`config.mk`:
```
export PLATFORM = sky130hd
export DESIGN_NAME = cmd_frame_rx_flat
export DESIGN_NICKNAME = d
export VERILOG_FILES = /design/src/rtl/cmd_frame_rx_if.sv /design/src/rtl/cmd_frame_rx.sv /design/src/flat_wrapper.sv
export SDC_FILE = /design/constraint.sdc
export NUM_CORES = 2
export LEC_CHECK = 0
export CAP_MARGIN = 20
export CORE_ASPECT_RATIO = 0.6
export CORE_UTILIZATION = 45
export DETAILED_ROUTE_END_ITERATION = 10
export DONT_BUFFER_PORTS = 1
export SKIP_CTS_REPAIR_TIMING = 1
export SKIP_LAST_GASP = 1
export SYNTH_ARGS = -nofsm -noshare
export SYNTH_HDL_FRONTEND = slang
export SYNTH_SLANG_ARGS = --single-unit
```
`constraint.sdc`:
```
create_clock -name clk -period 67.3 [get_ports clk]
set_input_delay 6.73 -clock clk [delete_from_list [all_inputs] [get_ports clk]]
set_output_delay 6.73 -clock clk [all_outputs]
set_load 0.005 [all_outputs]
```
`src/rtl/cmd_frame_rx_if.sv`:
```
// Bus between the SPI/Ethernet bridge side and cmd_frame_rx: word strobe, active-bank read port, status.
// Handshake: there is no ready. A rising edge on cs announces a new word. word_in must stay stable
// until the receiver has re-timed cs, which is at least SYNC_STAGES+2 clk cycles after the edge.
interface cmd_frame_rx_if #(
  parameter int DW = 16,
  parameter int AW = 6
);
  logic          cs;
  logic [DW-1:0] word_in;
  logic [AW-1:0] rd_addr;
  logic [DW-1:0] rd_data;
  logic [7:0]    word_cnt;
  logic          busy;
  logic          frame_ok;
  logic          frame_err;
  logic [1:0]    err_code;
  logic [15:0]   frame_cnt;
  logic [1:0]    dbg_state;

  modport master (
    output cs, word_in, rd_addr,
    input  rd_data, word_cnt, busy, frame_ok, frame_err, err_code, frame_cnt, dbg_state
  );

  modport slave (
    input  cs, word_in, rd_addr,
    output rd_data, word_cnt, busy, frame_ok, frame_err, err_code, frame_cnt, dbg_state
  );
endinterface

```
`src/rtl/cmd_frame_rx.sv`:
```
// Command frame receiver: header, NREG payload words and an optional checksum fill a shadow bank,
// which is copied to the active bank only when the whole frame is good.
module cmd_frame_rx #(
  parameter int DW          = 16,
  parameter int NREG        = 50,
  parameter int CMD_HDR     = 17229,
  parameter int CHK_EN      = 1,
  parameter int RESYNC      = 1,
  parameter int TIMEOUT     = 50000,
  parameter int SYNC_STAGES = 2,
  parameter int AW          = (NREG > 1) ? $clog2(NREG) : 1
) (
  input logic           clk,
  input logic           rst,
  cmd_frame_rx_if.slave bus
);
  localparam int             TW       = $clog2(TIMEOUT + 1);
  localparam logic [DW-1:0]  HDR      = DW'(CMD_HDR);
  localparam logic [7:0]     LAST_IDX = 8'(NREG - 1);
  localparam logic [TW-1:0]  TMO_LAST = TW'(TIMEOUT - 1);

  typedef enum logic [1:0] {S_IDLE = 2'd0, S_RECV = 2'd1, S_CHECK = 2'd2} state_t;

  state_t                 state_q, state_d;
  logic [SYNC_STAGES-1:0] cs_sync_q;
  logic                   cs_prev_q;
  logic                   strobe;
  logic [DW-1:0]          shadow_q [NREG];
  logic [DW-1:0]          shadow_d [NREG];
  logic [DW-1:0]          active_q [NREG];
  logic [DW-1:0]          sum_q;
  logic [7:0]             word_cnt_q;
  logic [TW-1:0]          tmr_q;
  logic                   frame_ok_q, frame_err_q;
  logic [1:0]             err_code_q, err_code_d;
  logic [15:0]            frame_cnt_q;
  logic                   is_hdr, is_last, sum_match, tmo;
  logic                   do_restart, do_store, do_commit, do_err;

  assign strobe    = cs_sync_q[SYNC_STAGES-1] & ~cs_prev_q;
  assign is_hdr    = (bus.word_in == HDR);
  assign is_last   = (word_cnt_q == LAST_IDX);
  assign sum_match = (bus.word_in == sum_q);
  assign tmo       = (tmr_q == TMO_LAST);

  always_ff @(posedge clk or posedge rst) begin
    if (rst) begin
      state_q <= S_IDLE;
    end else begin
      state_q <= state_d;
    end
  end

  always_comb begin
    state_d = state_q;
    case (state_q)
      S_IDLE:  if (strobe && is_hdr) state_d = S_RECV;
      S_RECV: begin
        if (strobe) begin
          if (!((RESYNC != 0) && is_hdr) && is_last) state_d = (CHK_EN != 0) ? S_CHECK : S_IDLE;
        end else if (tmo) begin
          state_d = S_IDLE;
        end
      end
      S_CHECK: if (strobe || tmo) state_d = S_IDLE;
      default: state_d = S_IDLE;
    endcase
  end

  // A strobe always takes priority over an expiring timer in the same cycle.
  always_comb begin
    do_restart = 1'b0;
    do_store   = 1'b0;
    do_commit  = 1'b0;
    do_err     = 1'b0;
    err_code_d = 2'd0;
    case (state_q)
      S_IDLE: do_restart = strobe && is_hdr;
      S_RECV: begin
        if (strobe) begin
          if ((RESYNC != 0) && is_hdr) begin
            do_restart = 1'b1;
            do_err     = 1'b1;
            err_code_d = 2'd3;
          end else begin
            do_store  = 1'b1;
            do_commit = is_last && (CHK_EN == 0);
          end
        end else if (tmo) begin
          do_err     = 1'b1;
          err_code_d = 2'd2;
        end
      end
      S_CHECK: begin
        if (strobe) begin
          if (sum_match) begin
            do_commit = 1'b1;
          end else begin
            do_err     = 1'b1;
            err_code_d = 2'd1;
          end
        end else if (tmo) begin
          do_err     = 1'b1;
          err_code_d = 2'd2;
        end
      end
      default: ;
    endcase
  end

  // Without a checksum the last payload word commits in the same edge it is stored, so the
  // active bank loads from the merged next-shadow value.
  always_comb begin
    shadow_d = shadow_q;
    for (int i = 0; i < NREG; i++) begin
      if (do_store && (word_cnt_q == 8'(i))) shadow_d[i] = bus.word_in;
    end
  end

  always_ff @(posedge clk or posedge rst) begin
    if (rst) begin
      cs_sync_q   <= '0;
      cs_prev_q   <= 1'b0;
      sum_q       <= '0;
      word_cnt_q  <= '0;
      tmr_q       <= '0;
      frame_ok_q  <= 1'b0;
      frame_err_q <= 1'b0;
      err_code_q  <= 2'd0;
      frame_cnt_q <= '0;
      for (int i = 0; i < NREG; i++) begin
        shadow_q[i] <= '0;
        active_q[i] <= '0;
      end
    end else begin
      cs_sync_q   <= {cs_sync_q[SYNC_STAGES-2:0], bus.cs};
      cs_prev_q   <= cs_sync_q[SYNC_STAGES-1];
      shadow_q    <= shadow_d;
      frame_ok_q  <= do_commit;
      frame_err_q <= do_err;
      if (do_err) err_code_q <= err_code_d;
      if (do_commit) begin
        active_q    <= shadow_d;
        frame_cnt_q <= frame_cnt_q + 16'd1;
      end
      if (do_restart) begin
        word_cnt_q <= '0;
        sum_q      <= '0;
      end else if (do_store) begin
        word_cnt_q <= word_cnt_q + 8'd1;
        sum_q      <= sum_q + bus.word_in;
      end
      if (strobe || (state_q == S_IDLE)) tmr_q <= '0;
      else                               tmr_q <= tmr_q + TW'(1);
    end
  end

  always_comb begin
    bus.rd_data = '0;
    for (int i = 0; i < NREG; i++) begin
      if (bus.rd_addr == AW'(i)) bus.rd_data = active_q[i];
    end
  end

  assign bus.word_cnt  = word_cnt_q;
  assign bus.busy      = (state_q != S_IDLE);
  assign bus.frame_ok  = frame_ok_q;
  assign bus.frame_err = frame_err_q;
  assign bus.err_code  = err_code_q;
  assign bus.frame_cnt = frame_cnt_q;
  assign bus.dbg_state = state_q;
endmodule

```
`src/flat_wrapper.sv`:
```
// flat-port wrapper written by rule: the top's interface ports become plain ports
module cmd_frame_rx_flat 
#(
  parameter int DW          = 16,
  parameter int NREG        = 50,
  parameter int CMD_HDR     = 17229,
  parameter int CHK_EN      = 1,
  parameter int RESYNC      = 1,
  parameter int TIMEOUT     = 50000,
  parameter int SYNC_STAGES = 2,
  parameter int AW          = (NREG > 1) ? $clog2(NREG) : 1
)
  (clk, rst, bus_cs, bus_word_in, bus_rd_addr, bus_rd_data, bus_word_cnt, bus_busy, bus_frame_ok, bus_frame_err, bus_err_code, bus_frame_cnt, bus_dbg_state);
  cmd_frame_rx_if #(.DW(DW), .AW(AW)) bus_i ();
  input logic clk;
  input logic rst;
  input wire logic [$bits(bus_i.cs)-1:0] bus_cs;
  input wire logic [$bits(bus_i.word_in)-1:0] bus_word_in;
  input wire logic [$bits(bus_i.rd_addr)-1:0] bus_rd_addr;
  output wire logic [$bits(bus_i.rd_data)-1:0] bus_rd_data;
  output wire logic [$bits(bus_i.word_cnt)-1:0] bus_word_cnt;
  output wire logic [$bits(bus_i.busy)-1:0] bus_busy;
  output wire logic [$bits(bus_i.frame_ok)-1:0] bus_frame_ok;
  output wire logic [$bits(bus_i.frame_err)-1:0] bus_frame_err;
  output wire logic [$bits(bus_i.err_code)-1:0] bus_err_code;
  output wire logic [$bits(bus_i.frame_cnt)-1:0] bus_frame_cnt;
  output wire logic [$bits(bus_i.dbg_state)-1:0] bus_dbg_state;
  assign bus_i.cs = bus_cs;
  assign bus_i.word_in = bus_word_in;
  assign bus_i.rd_addr = bus_rd_addr;
  assign bus_rd_data = bus_i.rd_data;
  assign bus_word_cnt = bus_i.word_cnt;
  assign bus_busy = bus_i.busy;
  assign bus_frame_ok = bus_i.frame_ok;
  assign bus_frame_err = bus_i.frame_err;
  assign bus_err_code = bus_i.err_code;
  assign bus_frame_cnt = bus_i.frame_cnt;
  assign bus_dbg_state = bus_i.dbg_state;
  cmd_frame_rx #(.DW(DW), .NREG(NREG), .CMD_HDR(CMD_HDR), .CHK_EN(CHK_EN), .RESYNC(RESYNC), .TIMEOUT(TIMEOUT), .SYNC_STAGES(SYNC_STAGES), .AW(AW)) u_core (.clk(clk), .rst(rst), .bus(bus_i));
endmodule
```
==> out/summary.md <==
STA
• 23.5% — Slew headroom
• false — RSZ-0062 raised after global routing
• 0 — Setup-failing EPs final
• 0 — number of hold violations in the final report
• 16990 ps — post-layout min period
• 1150 ps — Slew @ Worst Pin
• 0 — final number of max-transition violations
• 0.0589 GHz — Max Clk Rate
• 66.1 ps — Worst Clk Skew
• 25.2% — post-route fraction of the period consumed by the critical path
• 0 ps — Setup TNS Final

Yosys
• 102 — synth unique cells
• dfrtp_1 — Most used DFF post-synth
• 14.0 sq um — mean post-synth cell area
• dfrtp_1 (57%), mux2_2 (21%), mux2_4 (4.9%), nand2_1 (1.3%), a21oi_1 (1.0%) — cell types occupying the most area after synthesis
• 57.2% — share of the synthesized area in the top cell type
• dfrtp_1 (1665), mux2_2 (1339), nand2_1 (249), mux2_4 (240), clkbuf_1 (155) — ranking of synthesized cells by instance count
• dfrtp_1 — largest area contributor in the synthesized netlist
• 0 — count of flip-flops with a built-in enable after synthesis
• 5264 — Net Count, Synth
• 100% — fraction of synthesis flops using an asynchronous set or reset pin
• 57.2% — part of the Yosys area used for sequential elements
• 0 — Yosys Warn Count
• 0.0729 sq mm — cell area after synthesis
• 5214 — cells after synthesis
• dfrtp_1 — cell with the most instances after synthesis
• 1665 — post-synthesis register bit count

CTS
• 60 ps — clock transition at the register clock pins on the worst setup and hold paths after CTS
• 840 ps — later-pin clock latency in the skew report
• clkbuf_16 — clock tree root driver cell
• 4 — Max H-tree Level
• 4 — Clock Tree Buf Depth
• 163 — number of buffers inserted during clock tree synthesis
• 1665 — clock sink count
• done — clock tree from TritonCTS

Global route
• 13 — initial antenna violation count
• 205 — pin count of the biggest net entering global routing
• 0 — total global routing overflow
• 28.2% — global-route total usage across every layer
• 44100 — number of global-route vias before repair
• 333000 um — first-pass GRT wire length

Worst hold path
• 0 — Hold Path Stages
• u_core.cs_sync_q[0]$_DFF_PP0_ — critical hold path startpoint
• register to register — type of the most critical hold path
• u_core.cs_sync_q[1]$_DFF_PP0_ — worst-case hold path end point

Worst setup path
• 11 — FF-to-FF path depth
• a222oi_1 — CP max stage cell
• inv_2, buf_4, o21ai_0, a22o_1, a222oi_1, o2111ai_1, nor4_1, a31oi_1 — Critical Path, Cell by Cell
• u_core.active_q[579]$_DFFE_PP0P_ — r2r endpoint
• 60570 ps — CP Data Required Time
• 10260 ps — WP data arrival
• input pin — crit start category
• 172 — critical path fanouts, max
• 60120 ps — setup slack of the most critical reg-to-reg path
• 2 — Crit path buffers/inverters
• input pin to primary output — crit path kind
• 810 ps — crit-path max cell delay
• compound AO/OA/AOI/OAI gates — Largest delay share family, worst path
• u_core.sum_q[8]$_DFFE_PP0P_ — critical register-to-register path startpoint
• bus_rd_addr[1] — Setup crit start
• primary output — CP Capture Type

Power
• 27.0 mW/mm^2 — power density of the placed cells
• 39.7 nW — leakage power
• 0.0198 mV — largest vdd supply drop

Die
• 522 um — Die Span X
• 45.7% — starting density of the core
• 113 — number of cell rows
• 72 — Ports
• 0.164 sq mm — overall die area
• 314 um — Die Ht
• 0.159 sq mm — Core Area

Routing
• 45300 — Via Count
• 0 — remaining antenna violation count after routing
• 31.6 um — DR WL/cell
• 5103 — Initial DRC Count
• 6 — first drt pass iteration count
• 0 — post-detailed-route DRC marker count
• 231000 um — Post-Route WL
• 6.19 — via count normalized by instance count

Layout
• 49.9% — Finished Core Util
• 38.8% — layout cell share with drive strength beyond 1
• 9.23% — Synth-to-Final Area Change
• 5121 — net count reported at finish

Placement
• 0 — number of port buffers
• 0.972 — GPL Wtd Cong
• 145000 um — Detailed Place HPWL

Run status
• finished clean — outcome

Job
• 0 — count of maximum capacitance violations

layer usage:
layer	global-route usage (%)	part of all wire [%]
met5	0	0
met4	5.26	1.8
met3	13.0	14
met2	32.9	35
met1	45.7	49
worst reg2reg max path: cells and delay by family, from the launching register on:
family / cells / cell delay, ps
adder cells (fa/ha/maj): 1 / 380
AND/OR/NAND/NOR: 4 / 1560
buffers and inverters: 5 / 4280
multiplexers: 1 / 460
flip-flops: 1 / 390
how the worst max path moves through the flow:
stage                                                end  slack, ps  depth (start not counted)
after floorplan           u_core.active_q[0]$_DFFE_PP0P_      13580                          1
after global placement                   bus_rd_data[10]      50620                          8
after detailed placement                 bus_rd_data[10]      50550                          8
after CTS                                bus_rd_data[10]      50550                          8
after global routing                     bus_rd_data[10]      50340                          8
final                                    bus_rd_data[10]      50310                          8
state kept, by name, summed over array words and instances, names as in the netlist:
| name | flops |
|---|---|
| u_core.cs_sync_q | 2 |
| u_core.bus.dbg_state | 2 |
| u_core.cs_prev_q | 1 |
| u_core.bus.frame_ok | 1 |
| u_core.shadow_q | 800 |
| u_core.bus.word_cnt | 8 |
| u_core.bus.err_code | 2 |
| u_core.tmr_q | 16 |
| u_core.bus.frame_err | 1 |
| u_core.active_q | 800 |
| u_core.bus.frame_cnt | 16 |
| u_core.sum_q | 16 |
cells in the final DEF, fill, tap and decap left out, drive strengths merged, types with 11 or more instances in the layout:
master	count
or3	13
mux4	12
a22oi	45
clkinv	29
a21oi	147
xnor2	20
o211ai	15
ha	24
buf	77
nand4	17
a31oi	22
inv	25
a221oi	31
mux2	1607
o221ai	16
o31ai	12
bufinv	12
nor2	157
o22ai	72
nor2b	12
nand2	259
nand3	95
xor2	22
nor3	40
a211o	11
mux2i	67
and3	30
nor4	15
a21o	14
a211oi	26
dfrtp	1665
a22o	13
clkbuf	226
a2111oi	18
o21ai	133
power by group:
part           switching (W)  internal (W)
clock               0.000399      0.000530
combinational       0.000110     0.0000631
sequential         0.0000136       0.00103
metrics by stage:
stage               hold slack [ps]  cell area, sq um  setup slack (ps)  std cells  power, W
CTS                             363             79500             50550       7300   0.00216
finish                          357             79600             50310       7312   0.00215
detailed placement              336             74200             50550       7026   0.00123
floorplan                       331             72900             13580       5214   0.00120
global placement                344             74200             50620       7026   0.00123
global route                    388             79600             50340       7307   0.00222
cells by family after synthesis:
family / synth area share [%]
AOI/OAI and AO/OA: 6.18
xor gates and xnor gates: 0.505
adders and majority gates: 0.439
buffers and inverters: 2.91
DFF: 57.2
muxes: 27.3
and+or+nand+nor: 5.46
cell type report:
cell class / instances / area [sq um]
multi-input cells: 3142 / 29200
inverters: 21 / 93.8
clock inverters: 48 / 601
fillers: 13600 / 79900
clock buffers: 226 / 4670
flip-flops and latches: 1665 / 41700
repair buffers: 78 / 716
diodes: 5 / 12.5
well taps: 2127 / 2660
Power figures use the tool's default switching activity.
